**src/rtl/axil_axi_adapter_wr_if.sv**
```systemverilog
// Bus interfaces for the AXI4-Lite to AXI4 write-path adapter.
//
// axil_wr_if : AXI4-Lite write channels (AW, W, B).
//              master drives awaddr/awprot/awvalid, wdata/wstrb/wvalid, bready;
//              slave drives awready, wready, bresp/bvalid.
// axi_wr_if  : AXI4 write channels (AW, W, B) as used by a single-beat writer.
//              master drives the AW and W payloads, their valids, and bready;
//              slave drives awready, wready, bid/bresp/bvalid.

interface axil_wr_if #(
    parameter int ADDR_WIDTH = 32,
    parameter int DATA_WIDTH = 32,
    parameter int STRB_WIDTH = DATA_WIDTH / 8
);
    logic [ADDR_WIDTH-1:0] awaddr;
    logic [2:0]            awprot;
    logic                  awvalid;
    logic                  awready;
    logic [DATA_WIDTH-1:0] wdata;
    logic [STRB_WIDTH-1:0] wstrb;
    logic                  wvalid;
    logic                  wready;
    logic [1:0]            bresp;
    logic                  bvalid;
    logic                  bready;

    modport master (
        output awaddr, awprot, awvalid, wdata, wstrb, wvalid, bready,
        input  awready, wready, bresp, bvalid
    );

    modport slave (
        input  awaddr, awprot, awvalid, wdata, wstrb, wvalid, bready,
        output awready, wready, bresp, bvalid
    );
endinterface

interface axi_wr_if #(
    parameter int ADDR_WIDTH = 32,
    parameter int DATA_WIDTH = 32,
    parameter int STRB_WIDTH = DATA_WIDTH / 8,
    parameter int ID_WIDTH   = 8
);
    logic [ID_WIDTH-1:0]   awid;
    logic [ADDR_WIDTH-1:0] awaddr;
    logic [7:0]            awlen;
    logic [2:0]            awsize;
    logic [1:0]            awburst;
    logic                  awlock;
    logic [3:0]            awcache;
    logic [2:0]            awprot;
    logic                  awvalid;
    logic                  awready;
    logic [DATA_WIDTH-1:0] wdata;
    logic [STRB_WIDTH-1:0] wstrb;
    logic                  wlast;
    logic                  wvalid;
    logic                  wready;
    logic [ID_WIDTH-1:0]   bid;
    logic [1:0]            bresp;
    logic                  bvalid;
    logic                  bready;

    modport master (
        output awid, awaddr, awlen, awsize, awburst, awlock, awcache, awprot, awvalid,
        output wdata, wstrb, wlast, wvalid, bready,
        input  awready, wready, bid, bresp, bvalid
    );

    modport slave (
        input  awid, awaddr, awlen, awsize, awburst, awlock, awcache, awprot, awvalid,
        input  wdata, wstrb, wlast, wvalid, bready,
        output awready, wready, bid, bresp, bvalid
    );
endinterface

```
**src/rtl/axil_axi_adapter_wr.sv**
```systemverilog
// AXI4-Lite to AXI4 write-path adapter.
//
// Accepts one Lite write (AW and W in any order) on s_axil, issues it as a
// single-beat INCR write on m_axi with the Lite data replicated across the
// wider AXI bus and the strobes placed in the addressed lane, then returns
// the AXI write response on the Lite B channel. One transaction at a time.
//
// Ports:
//   clk    : clock, rising edge
//   rst_n  : asynchronous active-low reset
//   s_axil : Lite write subordinate port (axil_wr_if.slave)
//   m_axi  : AXI4 write manager port (axi_wr_if.master)

module axil_axi_adapter_wr #(
    parameter int ADDR_WIDTH      = 32,
    parameter int AXIL_DATA_WIDTH = 32,
    parameter int AXIL_STRB_WIDTH = AXIL_DATA_WIDTH / 8,
    parameter int AXI_DATA_WIDTH  = 32,
    parameter int AXI_STRB_WIDTH  = AXI_DATA_WIDTH / 8,
    parameter int AXI_ID_WIDTH    = 8,
    parameter logic [AXI_ID_WIDTH-1:0] AXI_ID = '0
) (
    input  logic       clk,
    input  logic       rst_n,
    axil_wr_if.slave   s_axil,
    axi_wr_if.master   m_axi
);

    localparam int RATIO      = AXI_STRB_WIDTH / AXIL_STRB_WIDTH;
    localparam int LANE_LSB   = $clog2(AXIL_STRB_WIDTH);
    localparam int LANE_WIDTH = (RATIO > 1) ? $clog2(RATIO) : 1;

    typedef enum logic [1:0] {
        IDLE,
        ISSUE,
        WAIT_B,
        RESP
    } state_t;

    state_t                     state;
    logic                       aw_done;
    logic                       w_done;
    logic [ADDR_WIDTH-1:0]      awaddr_q;
    logic [2:0]                 awprot_q;
    logic [AXIL_DATA_WIDTH-1:0] wdata_q;
    logic [AXIL_STRB_WIDTH-1:0] wstrb_q;
    logic                       s_awready_q;
    logic                       s_wready_q;
    logic                       s_bvalid_q;
    logic [1:0]                 s_bresp_q;
    logic                       m_awvalid_q;
    logic                       m_wvalid_q;
    logic                       m_bready_q;
    logic                       aw_hs;
    logic                       w_hs;
    logic [LANE_WIDTH-1:0]      lane;

    assign aw_hs = s_awready_q && s_axil.awvalid;
    assign w_hs  = s_wready_q && s_axil.wvalid;

    // Each Lite ready is owned by its own capture flag so AW and W can land
    // in either order; the AXI valids go out together once both are held.
    always_ff @(posedge clk or negedge rst_n) begin
        if (!rst_n) begin
            state       <= IDLE;
            aw_done     <= 1'b0;
            w_done      <= 1'b0;
            awaddr_q    <= '0;
            awprot_q    <= '0;
            wdata_q     <= '0;
            wstrb_q     <= '0;
            s_awready_q <= 1'b0;
            s_wready_q  <= 1'b0;
            s_bvalid_q  <= 1'b0;
            s_bresp_q   <= 2'b00;
            m_awvalid_q <= 1'b0;
            m_wvalid_q  <= 1'b0;
            m_bready_q  <= 1'b0;
        end else begin
            case (state)
                IDLE: begin
                    if (aw_hs) begin
                        awaddr_q    <= s_axil.awaddr;
                        awprot_q    <= s_axil.awprot;
                        aw_done     <= 1'b1;
                        s_awready_q <= 1'b0;
                    end else if (!aw_done) begin
                        s_awready_q <= 1'b1;
                    end
                    if (w_hs) begin
                        wdata_q    <= s_axil.wdata;
                        wstrb_q    <= s_axil.wstrb;
                        w_done     <= 1'b1;
                        s_wready_q <= 1'b0;
                    end else if (!w_done) begin
                        s_wready_q <= 1'b1;
                    end
                    if ((aw_done || aw_hs) && (w_done || w_hs)) begin
                        state       <= ISSUE;
                        m_awvalid_q <= 1'b1;
                        m_wvalid_q  <= 1'b1;
                    end
                end
                ISSUE: begin
                    if (m_axi.awready) begin
                        m_awvalid_q <= 1'b0;
                    end
                    if (m_axi.wready) begin
                        m_wvalid_q <= 1'b0;
                    end
                    // A channel counts as finished if it already dropped or completes now.
                    if ((!m_awvalid_q || m_axi.awready) && (!m_wvalid_q || m_axi.wready)) begin
                        state      <= WAIT_B;
                        m_bready_q <= 1'b1;
                    end
                end
                WAIT_B: begin
                    if (m_axi.bvalid && m_bready_q) begin
                        m_bready_q <= 1'b0;
                        s_bresp_q  <= (m_axi.bid == AXI_ID) ? m_axi.bresp : 2'b10;
                        s_bvalid_q <= 1'b1;
                        state      <= RESP;
                    end
                end
                RESP: begin
                    if (s_axil.bready) begin
                        s_bvalid_q  <= 1'b0;
                        aw_done     <= 1'b0;
                        w_done      <= 1'b0;
                        s_awready_q <= 1'b1;
                        s_wready_q  <= 1'b1;
                        state       <= IDLE;
                    end
                end
                default: begin
                    state <= IDLE;
                end
            endcase
        end
    end

    // The Lite strobes land in the AXI lane selected by the address bits just
    // above the Lite byte offset; data is replicated so any lane sees it.
    generate
        if (RATIO > 1) begin : g_lane
            assign lane        = awaddr_q[LANE_LSB +: LANE_WIDTH];
            assign m_axi.wstrb = AXI_STRB_WIDTH'(wstrb_q) << (lane * AXIL_STRB_WIDTH);
        end else begin : g_no_lane
            assign lane        = '0;
            assign m_axi.wstrb = wstrb_q;
        end
    endgenerate

    assign m_axi.wdata   = {RATIO{wdata_q}};
    assign m_axi.awid    = AXI_ID;
    assign m_axi.awaddr  = awaddr_q;
    assign m_axi.awlen   = 8'd0;
    assign m_axi.awsize  = 3'($clog2(AXIL_STRB_WIDTH));
    assign m_axi.awburst = 2'b01;
    assign m_axi.awlock  = 1'b0;
    assign m_axi.awcache = 4'b0011;
    assign m_axi.awprot  = awprot_q;
    assign m_axi.awvalid = m_awvalid_q;
    assign m_axi.wlast   = 1'b1;
    assign m_axi.wvalid  = m_wvalid_q;
    assign m_axi.bready  = m_bready_q;

    assign s_axil.awready = s_awready_q;
    assign s_axil.wready  = s_wready_q;
    assign s_axil.bresp   = s_bresp_q;
    assign s_axil.bvalid  = s_bvalid_q;

endmodule

```
**src/flat_wrapper.sv**
```systemverilog
// flat-port wrapper written by rule: the top's interface ports become plain ports
module axil_axi_adapter_wr_flat 
#(
    parameter int ADDR_WIDTH      = 32,
    parameter int AXIL_DATA_WIDTH = 32,
    parameter int AXIL_STRB_WIDTH = AXIL_DATA_WIDTH / 8,
    parameter int AXI_DATA_WIDTH  = 32,
    parameter int AXI_STRB_WIDTH  = AXI_DATA_WIDTH / 8,
    parameter int AXI_ID_WIDTH    = 8,
    parameter logic [AXI_ID_WIDTH-1:0] AXI_ID = '0
)
  (clk, rst_n, s_axil_awaddr, s_axil_awprot, s_axil_awvalid, s_axil_wdata, s_axil_wstrb, s_axil_wvalid, s_axil_bready, s_axil_awready, s_axil_wready, s_axil_bresp, s_axil_bvalid, m_axi_awid, m_axi_awaddr, m_axi_awlen, m_axi_awsize, m_axi_awburst, m_axi_awlock, m_axi_awcache, m_axi_awprot, m_axi_awvalid, m_axi_wdata, m_axi_wstrb, m_axi_wlast, m_axi_wvalid, m_axi_bready, m_axi_awready, m_axi_wready, m_axi_bid, m_axi_bresp, m_axi_bvalid);
  axil_wr_if #(.ADDR_WIDTH(ADDR_WIDTH), .DATA_WIDTH(32)) s_axil_i ();
  axi_wr_if #(.ADDR_WIDTH(ADDR_WIDTH), .DATA_WIDTH(32), .ID_WIDTH(8)) m_axi_i ();
  input  logic clk;
  input  logic rst_n;
  input wire logic [$bits(s_axil_i.awaddr)-1:0] s_axil_awaddr;
  input wire logic [$bits(s_axil_i.awprot)-1:0] s_axil_awprot;
  input wire logic [$bits(s_axil_i.awvalid)-1:0] s_axil_awvalid;
  input wire logic [$bits(s_axil_i.wdata)-1:0] s_axil_wdata;
  input wire logic [$bits(s_axil_i.wstrb)-1:0] s_axil_wstrb;
  input wire logic [$bits(s_axil_i.wvalid)-1:0] s_axil_wvalid;
  input wire logic [$bits(s_axil_i.bready)-1:0] s_axil_bready;
  output wire logic [$bits(s_axil_i.awready)-1:0] s_axil_awready;
  output wire logic [$bits(s_axil_i.wready)-1:0] s_axil_wready;
  output wire logic [$bits(s_axil_i.bresp)-1:0] s_axil_bresp;
  output wire logic [$bits(s_axil_i.bvalid)-1:0] s_axil_bvalid;
  output wire logic [$bits(m_axi_i.awid)-1:0] m_axi_awid;
  output wire logic [$bits(m_axi_i.awaddr)-1:0] m_axi_awaddr;
  output wire logic [$bits(m_axi_i.awlen)-1:0] m_axi_awlen;
  output wire logic [$bits(m_axi_i.awsize)-1:0] m_axi_awsize;
  output wire logic [$bits(m_axi_i.awburst)-1:0] m_axi_awburst;
  output wire logic [$bits(m_axi_i.awlock)-1:0] m_axi_awlock;
  output wire logic [$bits(m_axi_i.awcache)-1:0] m_axi_awcache;
  output wire logic [$bits(m_axi_i.awprot)-1:0] m_axi_awprot;
  output wire logic [$bits(m_axi_i.awvalid)-1:0] m_axi_awvalid;
  output wire logic [$bits(m_axi_i.wdata)-1:0] m_axi_wdata;
  output wire logic [$bits(m_axi_i.wstrb)-1:0] m_axi_wstrb;
  output wire logic [$bits(m_axi_i.wlast)-1:0] m_axi_wlast;
  output wire logic [$bits(m_axi_i.wvalid)-1:0] m_axi_wvalid;
  output wire logic [$bits(m_axi_i.bready)-1:0] m_axi_bready;
  input wire logic [$bits(m_axi_i.awready)-1:0] m_axi_awready;
  input wire logic [$bits(m_axi_i.wready)-1:0] m_axi_wready;
  input wire logic [$bits(m_axi_i.bid)-1:0] m_axi_bid;
  input wire logic [$bits(m_axi_i.bresp)-1:0] m_axi_bresp;
  input wire logic [$bits(m_axi_i.bvalid)-1:0] m_axi_bvalid;
  assign s_axil_i.awaddr = s_axil_awaddr;
  assign s_axil_i.awprot = s_axil_awprot;
  assign s_axil_i.awvalid = s_axil_awvalid;
  assign s_axil_i.wdata = s_axil_wdata;
  assign s_axil_i.wstrb = s_axil_wstrb;
  assign s_axil_i.wvalid = s_axil_wvalid;
  assign s_axil_i.bready = s_axil_bready;
  assign s_axil_awready = s_axil_i.awready;
  assign s_axil_wready = s_axil_i.wready;
  assign s_axil_bresp = s_axil_i.bresp;
  assign s_axil_bvalid = s_axil_i.bvalid;
  assign m_axi_awid = m_axi_i.awid;
  assign m_axi_awaddr = m_axi_i.awaddr;
  assign m_axi_awlen = m_axi_i.awlen;
  assign m_axi_awsize = m_axi_i.awsize;
  assign m_axi_awburst = m_axi_i.awburst;
  assign m_axi_awlock = m_axi_i.awlock;
  assign m_axi_awcache = m_axi_i.awcache;
  assign m_axi_awprot = m_axi_i.awprot;
  assign m_axi_awvalid = m_axi_i.awvalid;
  assign m_axi_wdata = m_axi_i.wdata;
  assign m_axi_wstrb = m_axi_i.wstrb;
  assign m_axi_wlast = m_axi_i.wlast;
  assign m_axi_wvalid = m_axi_i.wvalid;
  assign m_axi_bready = m_axi_i.bready;
  assign m_axi_i.awready = m_axi_awready;
  assign m_axi_i.wready = m_axi_wready;
  assign m_axi_i.bid = m_axi_bid;
  assign m_axi_i.bresp = m_axi_bresp;
  assign m_axi_i.bvalid = m_axi_bvalid;
  axil_axi_adapter_wr #(.ADDR_WIDTH(ADDR_WIDTH), .AXIL_DATA_WIDTH(AXIL_DATA_WIDTH), .AXIL_STRB_WIDTH(AXIL_STRB_WIDTH), .AXI_DATA_WIDTH(AXI_DATA_WIDTH), .AXI_STRB_WIDTH(AXI_STRB_WIDTH), .AXI_ID_WIDTH(AXI_ID_WIDTH), .AXI_ID(AXI_ID)) u_core (.clk(clk), .rst_n(rst_n), .s_axil(s_axil_i), .m_axi(m_axi_i));
endmodule
```
**config.mk**
```make
export PLATFORM = sky130hd
export DESIGN_NAME = axil_axi_adapter_wr_flat
export DESIGN_NICKNAME = d
export VERILOG_FILES = /design/src/rtl/axil_axi_adapter_wr_if.sv /design/src/rtl/axil_axi_adapter_wr.sv /design/src/flat_wrapper.sv
export SDC_FILE = /design/constraint.sdc
export NUM_CORES = 1
export LEC_CHECK = 0
export ABC_CLOCK_PERIOD_IN_PS = 1500
export CAP_MARGIN = 10
export CORE_MARGIN = 2
export CORE_UTILIZATION = 35
export CTS_CLUSTER_DIAMETER = 80
export CTS_CLUSTER_SIZE = 25
export DETAILED_ROUTE_END_ITERATION = 12
export GPL_ROUTABILITY_DRIVEN = 0
export PLACE_DENSITY = 0.77
export SLEW_MARGIN = 20
export SYNTH_ARGS = -nofsm -noshare
export SYNTH_HDL_FRONTEND = slang
export SYNTH_SLANG_ARGS = --single-unit
```
**constraint.sdc**
```tcl
create_clock -name clk -period 1.5 [get_ports clk]
set_clock_uncertainty 0.05 [all_clocks]
set_input_delay 0.225 -clock clk [delete_from_list [all_inputs] [get_ports clk]]
set_output_delay 0.225 -clock clk [all_outputs]
set_load 0.05 [all_outputs]
```
---- Word-level counts from Yosys, hierarchy flattened ----
Cells that the tools add are included.
Widths: inputs -> output; s select.
word-level totals
  output and inout port bits .............. 106
  input bits .............................. 89
  register bits after elaboration ......... 83
operators by class
  equal/unequal tests ..................... 13
  reduce and logical (&&, ||, !) cells .... 29
  multiplexer cells ....................... 28
operator list
  operator            number
  $reduce_and 3->1    8
  $pmux 1 s2          8
  $mux 1              14
  $mux 2              5
  $ne 2x1->1 const B  5
  $logic_not 8->1     1
  $pmux 2 s4          1
  $reduce_bool 2->1   4
  $ne 2x2->1 const B  3
  $ne 3x3->1 const B  2
  $reduce_and 2->1    3
  $logic_and 1x1->1   5
  $eq 2x2->1 const B  2
  $logic_or 1x1->1    4
  $reduce_and 4->1    1
  $eq 2x1->1 const B  1
  $logic_not 1->1     2
  $logic_not 2->1     1

---- Depth between registers and ports, before layout ----
Gate-level depths: netlist (run 1).
  word-level depth ........................ 5
  depth in mapped cells ................... 5

---- Least setup slack after synthesis (run 1) ----
Ideal clock, no wire load.
  kind .................................... flip-flop to flip-flop
  from .................................... register u_core.s_wready_q (netlist: u_core.s_axil.wready)
  to ...................................... register u_core.state[1]
  clock period less this slack ............ 1644 ps
  setup time .............................. 125 ps
  path slack .............................. -144 ps
  path buffers ............................ 0
  arrival ................................. 1469 ps
  stages on the path, launching flop included .. 5
  cells stage by stage .................... dfrtp_1 -> a21oi_1 -> o21ai_2 -> nand3_2 -> mux2_4
on the way
  longest elaborated chain between the ends .. 5
RTL lines
  item                        RTL line                    text
  start, declared             axil_axi_adapter_wr.sv:48   logic s_wready_q;
  start signal, assigned      axil_axi_adapter_wr.sv:73   s_wready_q <= 1'b0;
  start signal, assigned      axil_axi_adapter_wr.sv:94   s_wready_q <= 1'b0;
  start signal, assigned      axil_axi_adapter_wr.sv:96   s_wready_q <= 1'b1;
  $logic_and 1x1->1           axil_axi_adapter_wr.sv:59   assign w_hs = s_wready_q && s_axil.wvalid;
  $logic_or 1x1->1            axil_axi_adapter_wr.sv:98   if ((aw_done || aw_hs) && (w_done || w_hs)) begin
  $logic_and 1x1->1           axil_axi_adapter_wr.sv:98
  $ne 2x1->1 (no line)        n/a
  $reduce_and 4->1 (no line)  n/a
  end signal, assigned        axil_axi_adapter_wr.sv:99   state <= ISSUE;
  end signal, assigned        axil_axi_adapter_wr.sv:113  state <= WAIT_B;
  end signal, assigned        axil_axi_adapter_wr.sv:122  state <= RESP;
  end, declared               axil_axi_adapter_wr.sv:40   state_t state;
No other way between the ends.
A chain may end at the register's enable or synchronous reset.

---- Final worst setup path (run 1) ----
  from .................................... register u_core.state[1]
  to ...................................... register u_core.state[1]
on the way
  longest elaborated chain between the ends .. 3
RTL lines
  item                                                       RTL line                    text
  start signal, assigned                                     axil_axi_adapter_wr.sv:65   state <= IDLE;
  start signal, assigned                                     axil_axi_adapter_wr.sv:99
  start signal, assigned                                     axil_axi_adapter_wr.sv:113
  $eq 2x2->1, or another cell as far along                   axil_axi_adapter_wr.sv:80   case (state)
  $ne 2x2->1 (no line) / $ne 2x1->1 (equally long branches)  n/a
  $reduce_and 4->1 (no line)                                 n/a
Parallel ways exist; a longest one is shown, timed or not.

==> flow_metrics.env, run 1 <==
export IMPL_io_pins=195
export IMPL_antenna_found_initial=0
export IMPL_ir_worst_vdd_mv=1.45
export IMPL_cts_tree="built"
export IMPL_pre_cts_slack_ps=-257
export IMPL_coreArea_sq_mm=0.00982
export IMPL_wire_per_inst_um=15.4
export IMPL_final_common_cell="clkdlybuf4s50_1"
export IMPL_drcViolationCount=0
export IMPL_hold_path_class="primary input to flop"
export IMPL_syn_inst=250
export IMPL_hold_viol=0
export IMPL_areaGrowthSynthToFinish_pct=85.9
export IMPL_clock_fmax_ghz=0.659
export IMPL_powerDensity_mw_per_mm2=2790
export IMPL_cp_required_ps=1680
export IMPL_die_y_um=105
export IMPL_grt_max_degree=84
export IMPL_finalPower_mw=18.3
export IMPL_violations="negative setup slack"
export IMPL_viasPerCell=4.60
export IMPL_seq_area_frac_synth_pct=58.7
export IMPL_drv_slew=0
export IMPL_clk_pin_slew_ps=70
export IMPL_critPathArrivalTime_ps=1690
export IMPL_setup_ws_ps=-17.8
export IMPL_rsz0062_at_grt="yes"
export IMPL_dieArea_sq_mm=0.0109
export IMPL_timing_max_cap_violations=0
export IMPL_fillerInstances=700
export IMPL_antenna_cells=0
export IMPL_layout_common_cells="87 x clkdlybuf4s50_1, 82 x buf_12, 78 x dfrtp_1, 71 x mux2_2, 27 x conb_1"
export IMPL_finalNetCount=540
export IMPL_postRouteAntennaNets=0
export IMPL_clock_path_buffers=2
export IMPL_ctsRootBufferMaster="clkbuf_8"
export IMPL_ys_ff_latch=83
export IMPL_status="finished with violations"
export IMPL_drt_iter0_drc=38
export IMPL_finalSetupViolCount=1
export IMPL_grt_pass1_wl_um=14700
export IMPL_cts_buffers=9
export IMPL_first_pass_iters=5
export IMPL_htree_levels=3
export IMPL_final_util_pct=67.0
export IMPL_numClockSinks=83
export IMPL_hpwl_um=7050
export IMPL_synthesis_area_sq_mm=0.00354
export IMPL_die_w_um=105
export IMPL_power_leakage_nw=2.90
export IMPL_yosysWarnings=0
export IMPL_syn_area_per_cell_sq_um=14.2
export IMPL_start_util_pct=36.1
export IMPL_fin_crit_sh_pct=101
export IMPL_worstPathMaxFanout=3
export IMPL_grt_overflow_total=0
export IMPL_grtUsageTotal_pct=17.1
export IMPL_grt_pass1_vias=2804
export IMPL_layout_min_cycle_time_ps=1520
export IMPL_rows=36
export IMPL_synth_cell_types=24
export IMPL_critPathLaunchType="flop"
export IMPL_io_buffers=167
export IMPL_drt_total_wl_um=8990
export IMPL_vias=2685
export IMPL_clk_latency_ps=340
export IMPL_setup_worst_path_class="flop to flop"
export IMPL_cp_end_kind="flop"
export IMPL_drive_gt1_share_pct=47.0
[flip-flops by register name, summed over array words and instances, names as in the netlist]
signal                 count
u_core.w_done              1
u_core.m_axi.wdata        32
u_core.m_axi.awvalid       1
u_core.m_axi.wstrb         4
u_core.m_axi.awaddr       32
u_core.s_axil.bvalid       1
u_core.s_axil.wready       1
u_core.m_axi.bready        1
u_core.aw_done             1
u_core.m_axi.awprot        3
u_core.s_axil.awready      1
u_core.s_axil.bresp        2
u_core.m_axi.wvalid        1
u_core.state               2
[critical path: stages (launching register included)]
cell and delay (ps):
dfrtp_1 420, buf_4 160, ha_1 210, a21oi_2 150, nand3_2 110, mux2_4 310
[area by class of cell]
| type | count | area, sq um | area share, % |
|---|---|---|---|
| flip-flops and latches | 83 | 2080 | 31.7 |
| multi-input cells | 156 | 1340 | 20.3 |
| clock inverters | 4 | 120 | 1.83 |
| clock buffers | 12 | 155 | 2.36 |
| repair buffers | 193 | 2710 | 41.1 |
| inverters | 3 | 11.3 | 0.171 |
| well taps | 133 | 166 | 2.53 |
[worst paths after layout]
| path | slack (ps) | endpoint | start | cells after the start |
|---|---|---|---|---|
| worst max-delay path | -20 | u_core.state[1] | u_core.state[1] | 5 |
| worst min-delay path | 400 | u_core.s_axil.bresp[0] | m_axi_bresp[0] | 3 |
| worst max register to register | -20 | u_core.state[1] | u_core.state[1] | 5 |
| worst min register to register | 490 | u_core.w_done | u_core.w_done | 1 |
| max in group asynchronous | 620 | u_core.s_axil.wready | rst_n | 3 |
| min in group asynchronous | 420 | u_core.m_axi.awaddr[26] | rst_n | 3 |
[power breakdown]
part | total, mW | switching [mW] | internal (mW)
combinational | 11.6 | 5.67 | 5.91
sequential | 4.63 | 1.23 | 3.40
clock | 2.14 | 0.768 | 1.37
[per-layer routing]
layer | routed length, um | share of wire [%] | up-vias | track usage [%]
li1 | - | - | 1216 | -
met1 | 3420 | 38 | 1312 | 20.4
met2 | 4550 | 51 | 145 | 28.1
met3 | 889 | 9.9 | 12 | 6.61
met4 | 132 | 1.5 | 0 | 6.57
met5 | 0 | 0 | - | 0
[kinds of logic after synthesis]
logic type	count (synthesis)	share of synthesized area, %
DFF	83	58.7
AOI/OAI and AO/OA	23	4.28
adders and majority gates	5	1.77
buffers and inverters	36	7.84
other	2	0.212
and+or+nand+nor	28	3.96
muxes	73	23.3
[Yosys cell counts]
cell type  count  area, sq um
dfrtp_1       83         2080
mux2_2        71          800
buf_4         30          225
nand2_1       13         48.8
a21oi_1        6         30.0
ha_1           5         62.6
a22o_1         4         35.0
nor2_1         4         15.0
o21ai_0        4         20.0
a31oi_1        3         18.8
clkbuf_8       3         41.3
inv_1          3         11.3
nand3_1        3         15.0
nand3_2        3         30.0
nor2b_1        3         18.8
conb_1         2         7.51
nor4_1         2         12.5
o2bb2ai_1      2         17.5
a21oi_2        1         8.76
mux2_4         1         15.0
mux2i_1        1         10.0
o21ai_1        1         5.00
o21ai_2        1         8.76
o31ai_1        1         7.51
[per-stage QoR]
stage	std cells	cell area, sq um	TNS (ps)	hold slack (ps)
after global routing	584	6580	-3100	413
after CTS	583	6530	-38.3	384
after detailed placement	566	6240	-6930	247
final	584	6580	-17.8	399
after floorplan	275	3660	0	-121
after global placement	566	6240	-5970	242
[timing repair]
action | in CTS | in global routing
hold endpoints to repair | 83 | 0
hold buffers | 1 | 0
setup endpoints to repair | 70 | 75
gates resized for setup | 2 | 11
pin swaps | 0 | 2
buffers inserted | 0 | 1
No activity file was read; power rests on OpenSTA's default activity.
==> inputs of run 2 (changes only) <==
- RECOVER_POWER: not set -> 25
==> flow_metrics.env, run 2 (synthesis gave the netlist of run 1 again) <==
export IMPL_drcViolationCount=0
export IMPL_grt_overflow_total=0
export IMPL_hold_path_class="primary input to flop"
export IMPL_finalNetCount=540
export IMPL_layout_common_cells="87 x clkdlybuf4s50_1, 81 x buf_12, 78 x dfrtp_1, 71 x mux2_2, 27 x conb_1"
export IMPL_antenna_cells=0
export IMPL_combPwrFrac_pct=63.1
export IMPL_critPathLaunchType="flop"
export IMPL_drt_total_wl_um=9010
export IMPL_postRouteAntennaNets=0
export IMPL_setup_worst_path_class="flop to flop"
export IMPL_grt_busiest_layer="met2"
export IMPL_power_switching_mw=7.67
export IMPL_ctsRootBufferMaster="clkbuf_8"
export IMPL_final_common_cell="clkdlybuf4s50_1"
export IMPL_grt_use_met1_pct=20.4
export IMPL_layout_min_cycle_time_ps=1510
export IMPL_hpwl_um=7050
export IMPL_grtUsageTotal_pct=17.1
export IMPL_power_leakage_nw=2.90
export IMPL_status="finished with violations"
export IMPL_dieArea_sq_mm=0.0109
export IMPL_pwr_share_seq_pct=25.2
export IMPL_powerDensity_mw_per_mm2=2790
export IMPL_critPathArrivalTime_ps=1690
export IMPL_clk_pin_slew_ps=80
export IMPL_violations="negative setup slack"
export IMPL_io_pins=195
export IMPL_critPathBufInv=1
export IMPL_crit_family="flip-flops"
export IMPL_vias=2684
export IMPL_io_buffers=167
export IMPL_place_area_sq_mm=0.00624
export IMPL_cp_end_kind="flop"
export IMPL_areaGrowthSynthToFinish_pct=85.6
export IMPL_rsz0062_at_grt="yes"
export IMPL_grt_max_degree=84
export IMPL_drive_gt1_share_pct=47.0
export IMPL_fin_tns_setup_ps=-14.8
export IMPL_drv_slew=0
export IMPL_worstMarginPinSlew_ps=751
export IMPL_cpPeakStageDelay_ps=420
export IMPL_viasPerCell=4.60
export IMPL_grt_pass1_wl_um=14700
export IMPL_clock_fmax_ghz=0.660
export IMPL_antenna_found_initial=0
export IMPL_final_cell_area_sq_mm=0.00657
export IMPL_clk_latency_ps=340
export IMPL_coreArea_sq_mm=0.00982
export IMPL_crit_chain="buf_4 > ha_1 > a21oi_2 > nand3_2 > mux2_4"
export IMPL_numClockSinks=83
export IMPL_swShare_pct=41.8
export IMPL_first_pass_iters=4
export IMPL_use_met3_pct=6.61
export IMPL_die_y_um=105
export IMPL_hold_viol=0
export IMPL_grt_met2_usage_pct=28.1
export IMPL_p_clk_share_pct=11.7
export IMPL_htree_levels=3
export IMPL_finalSetupViolCount=1
export IMPL_crit_slowest_cell="dfrtp_1"
export IMPL_setup_ws_ps=-14.8
export IMPL_finalPower_mw=18.3
export IMPL_fin_crit_sh_pct=101
export IMPL_rows=36
export IMPL_internal_power_mw=10.7
export IMPL_worstPathMaxFanout=3
export IMPL_start_util_pct=36.1
export IMPL_cts_tree="built"
export IMPL_timing_max_cap_violations=0
export IMPL_cp_required_ps=1680
export IMPL_grt_pass1_vias=2804
export IMPL_slew_headroom_pct=49.9
export IMPL_wire_per_inst_um=15.4
export IMPL_drt_iter0_drc=41
export IMPL_die_w_um=105
export IMPL_ir_worst_vdd_mv=1.45
export IMPL_clock_path_buffers=2
export IMPL_cts_buffers=9
==> run 2: routing by layer <==
layer | up-vias | share of wire (%)
met3 | 12 | 9.9
met2 | 143 | 51
met4 | 0 | 1.5
met5 | - | 0
li1 | 1215 | -
met1 | 1314 | 38
==> run 2: final timing paths <==
path	startpoint	cells past startpoint	end	slack (ps)
setup / recovery	u_core.state[1]	5	u_core.state[1]	-10
hold / removal	m_axi_bresp[0]	3	u_core.s_axil.bresp[0]	400
setup reg to reg	u_core.state[1]	5	u_core.state[1]	-10
hold reg to reg	u_core.w_done	1	u_core.w_done	490
max in group asynchronous	rst_n	3	u_core.s_axil.awready	280
min in group asynchronous	rst_n	3	u_core.m_axi.awaddr[1]	540
==> run 2: timing repair <==
action                                 4_1_cts  5_1_grt
gates resized for setup                      2       11
hold buffers                                 1        0
pin swaps                                    0        2
buffers inserted                             0        1
setup endpoints to repair                   70       75
endpoints found under the hold margin       83        0
==> run 2: area by class of cell <==
cell class / count / area, sq um
Clock buffer: 12 / 155
Clock inverter: 4 / 120
Fill cell: 700 / 3250
Inverter: 3 / 11.3
Multi-Input combinational cell: 156 / 1340
Sequential cell: 83 / 2080
Tap cell: 133 / 166
Timing Repair Buffer: 193 / 2700
==> run 2: power groups by stage <==
| stage | Sequential, mW | Combinational [mW] | Clock, mW |
|---|---|---|---|
| 6_report | 4.63 | 11.6 | 2.14 |
| 3_3_place_gp | 4.59 | 11.3 | 0 |
| 3_5_place_dp | 4.68 | 11.5 | 0 |
| 5_1_grt | 4.77 | 12.0 | 2.32 |
| 2_1_floorplan | 7.78 | 2.24 | 0 |
| 4_1_cts | 4.64 | 11.5 | 2.21 |
==> run 2: through the flow <==
stage | hold WS (ps) | instances | utilization [%] | setup WS (ps)
6_report | 398 | 584 | 66.9 | -14.8
5_1_grt | 413 | 584 | 66.9 | -72.3
4_1_cts | 384 | 583 | 66.5 | -19.1
3_5_place_dp | 247 | 566 | 63.5 | -257
3_3_place_gp | 242 | 566 | 63.5 | -185
2_1_floorplan | -121 | 275 | - | 19.9
==> run 2: worst reg2reg max path, stage by stage (launching register included) <==
cell     delay, ps
dfrtp_1        420
buf_4          160
ha_1           210
a21oi_2        150
nand3_2        110
mux2_4         310
==> inputs of run 3 (changes only) <==
- CORE_UTILIZATION: 35 -> 36
- CTS_BUF_LIST: not set -> sky130_fd_sc_hd__clkbuf_8
- PLACE_DENSITY: 0.77 -> 0.78
==> flow_metrics.env, run 3 (synthesis gave the netlist of run 1 again) <==
export IMPL_status="finished with violations"
export IMPL_violations="negative setup slack"
export IMPL_multiInputGateArea_sq_mm=0.00135
export IMPL_htree_levels=3
export IMPL_power_leakage_nw=2.87
export IMPL_crit_family="flip-flops"
export IMPL_hold_viol=0
export IMPL_p_clk_share_pct=9.4
export IMPL_clk_latency_ps=340
export IMPL_crit_chain="inv_2 > ha_4 > nand3_4 > buf_12 > mux2_2"
export IMPL_wire_per_inst_um=15.5
export IMPL_first_pass_iters=4
export IMPL_drt_iter0_drc=41
export IMPL_io_buffers=167
export IMPL_coreArea_sq_mm=0.00964
export IMPL_cp_end_kind="flop"
export IMPL_powerDensity_mw_per_mm2=2750
export IMPL_clk_pin_slew_ps=100
export IMPL_io_pins=195
export IMPL_crit_slowest_cell="dfrtp_1"
export IMPL_worstPathMaxFanout=18
export IMPL_pre_cts_slack_ps=-232
export IMPL_regArea_sq_mm=0.00208
export IMPL_cts_buffers=9
export IMPL_drt_total_wl_um=9020
export IMPL_setup_worst_path_class="flop to flop"
export IMPL_internal_power_mw=10.1
export IMPL_clock_path_buffers=2
export IMPL_ctsRootBufferMaster="clkbuf_8"
export IMPL_drcViolationCount=0
export IMPL_finalSetupViolCount=1
export IMPL_met2_length_um=4710
export IMPL_clock_fmax_ghz=0.660
export IMPL_rsz0062_at_grt="yes"
export IMPL_grt_pass1_wl_um=13900
export IMPL_met1Wirelength_um=3420
export IMPL_drv_slew=0
export IMPL_vias=2629
export IMPL_antenna_cells=0
export IMPL_antenna_found_initial=0
export IMPL_grt_pass1_vias=2811
export IMPL_grtUsageTotal_pct=17.1
export IMPL_critPathArrivalTime_ps=1690
export IMPL_routed_top_layer="met4"
export IMPL_swShare_pct=43.4
export IMPL_met3WireLength_um=726
export IMPL_die_w_um=103
export IMPL_numClockSinks=83
export IMPL_critPathBufInv=2
export IMPL_drive_gt1_share_pct=47.0
export IMPL_final_common_cell="clkdlybuf4s50_1"
export IMPL_rows=36
export IMPL_timing_max_cap_violations=0
export IMPL_postRouteAntennaNets=0
export IMPL_hold_path_class="primary input to asynchronous set/reset pin"
export IMPL_slew_headroom_pct=58.5
export IMPL_fin_tns_setup_ps=-16.1
export IMPL_grt_overflow_total=0
export IMPL_cpPeakStageDelay_ps=410
export IMPL_layout_common_cells="87 x clkdlybuf4s50_1, 82 x buf_12, 78 x dfrtp_1, 71 x mux2_2, 27 x conb_1"
export IMPL_cts_tree="built"
export IMPL_start_util_pct=36.7
export IMPL_r2r_slack_ps=-20
export IMPL_setup_ws_ps=-16.1
export IMPL_areaGrowthSynthToFinish_pct=84.4
export IMPL_combPwrFrac_pct=64.7
export IMPL_pwr_share_seq_pct=26.0
export IMPL_finalNetCount=538
export IMPL_viasPerCell=4.52
export IMPL_fillerInstances=682
export IMPL_grt_max_degree=33
export IMPL_worstMarginPinSlew_ps=622
export IMPL_power_switching_mw=7.78
export IMPL_dieArea_sq_mm=0.0106
export IMPL_hpwl_um=7070
export IMPL_critPathLaunchType="flop"
export IMPL_ir_worst_vdd_mv=1.47
export IMPL_layout_min_cycle_time_ps=1520
export IMPL_die_y_um=103
export IMPL_cp_required_ps=1670
export IMPL_fin_crit_sh_pct=101
[run 3: cell types whose count changed in the layout (fill, tap and decap cells not counted), moves of 2 or more]
| cell | delta |
|---|---|
| inv_6 | +2 |
| clkinvlp_4 | +2 |
| buf_4 | -4 |
| bufinv_16 | -3 |
[run 3: repair_timing]
item / 4_1_cts / 5_1_grt
gates resized for setup: 7 / 8
setup endpoints to repair: 72 / 77
hold buffers: 1 / 0
pin swaps: 1 / 2
hold endpoints to repair: 22 / 0
gates cloned: 1 / 0
setup buffers: 1 / 1
[run 3: metal layers]
layer | vias to the layer above | global-route usage (%)
met3 | 13 | 5.85
met1 | 1293 | 19.8
met2 | 121 | 29.3
met4 | 0 | 6.17
li1 | 1202 | -
met5 | - | 0
[run 3: final timing paths]
| kind | startpoint | to | cells past startpoint |
|---|---|---|---|
| worst max-delay path | u_core.state[0] | u_core.m_axi.awaddr[15] | 5 |
| worst min-delay path | rst_n | u_core.m_axi.awprot[1] | 2 |
| worst max register to register | u_core.state[0] | u_core.m_axi.awaddr[15] | 5 |
| worst min register to register | u_core.w_done | u_core.w_done | 1 |
| max in group asynchronous | rst_n | u_core.m_axi.wdata[11] | 3 |
| min in group clk | m_axi_bresp[0] | u_core.s_axil.bresp[0] | 3 |
[run 3: layout make-up]
| cell class | count | area share [%] |
|---|---|---|
| Clock inverter | 6 | 1.09 |
| Multi-Input combinational cell | 156 | 20.7 |
| Clock buffer | 10 | 2.11 |
| Timing Repair Buffer | 191 | 41.5 |
| Sequential cell | 83 | 31.9 |
| Tap cell | 133 | 2.55 |
| Inverter | 3 | 0.172 |
[run 3: per-stage QoR]
| stage | std cells | total power, mW | cell area, sq um | hold WS (ps) | util [%] |
|---|---|---|---|---|---|
| 6_report | 582 | 17.9 | 6530 | 362 | 67.7 |
| 2_1_floorplan | 275 | 10.0 | 3660 | -121 | - |
| 5_1_grt | 582 | 18.6 | 6530 | 404 | 67.7 |
| 3_5_place_dp | 562 | 16.1 | 6220 | 105 | 64.5 |
| 4_1_cts | 581 | 18.0 | 6500 | 248 | 67.5 |
| 3_3_place_gp | 562 | 15.8 | 6220 | 108 | 64.5 |
[run 3: power by group through the flow]
stage	sequential [mW]	combinational [mW]	clock (mW)
after floorplan	7.78	2.24	0
after global placement	4.61	11.2	0
after detailed placement	4.71	11.4	0
after CTS	4.67	11.6	1.73
after global routing	4.81	12.0	1.81
final	4.66	11.6	1.68
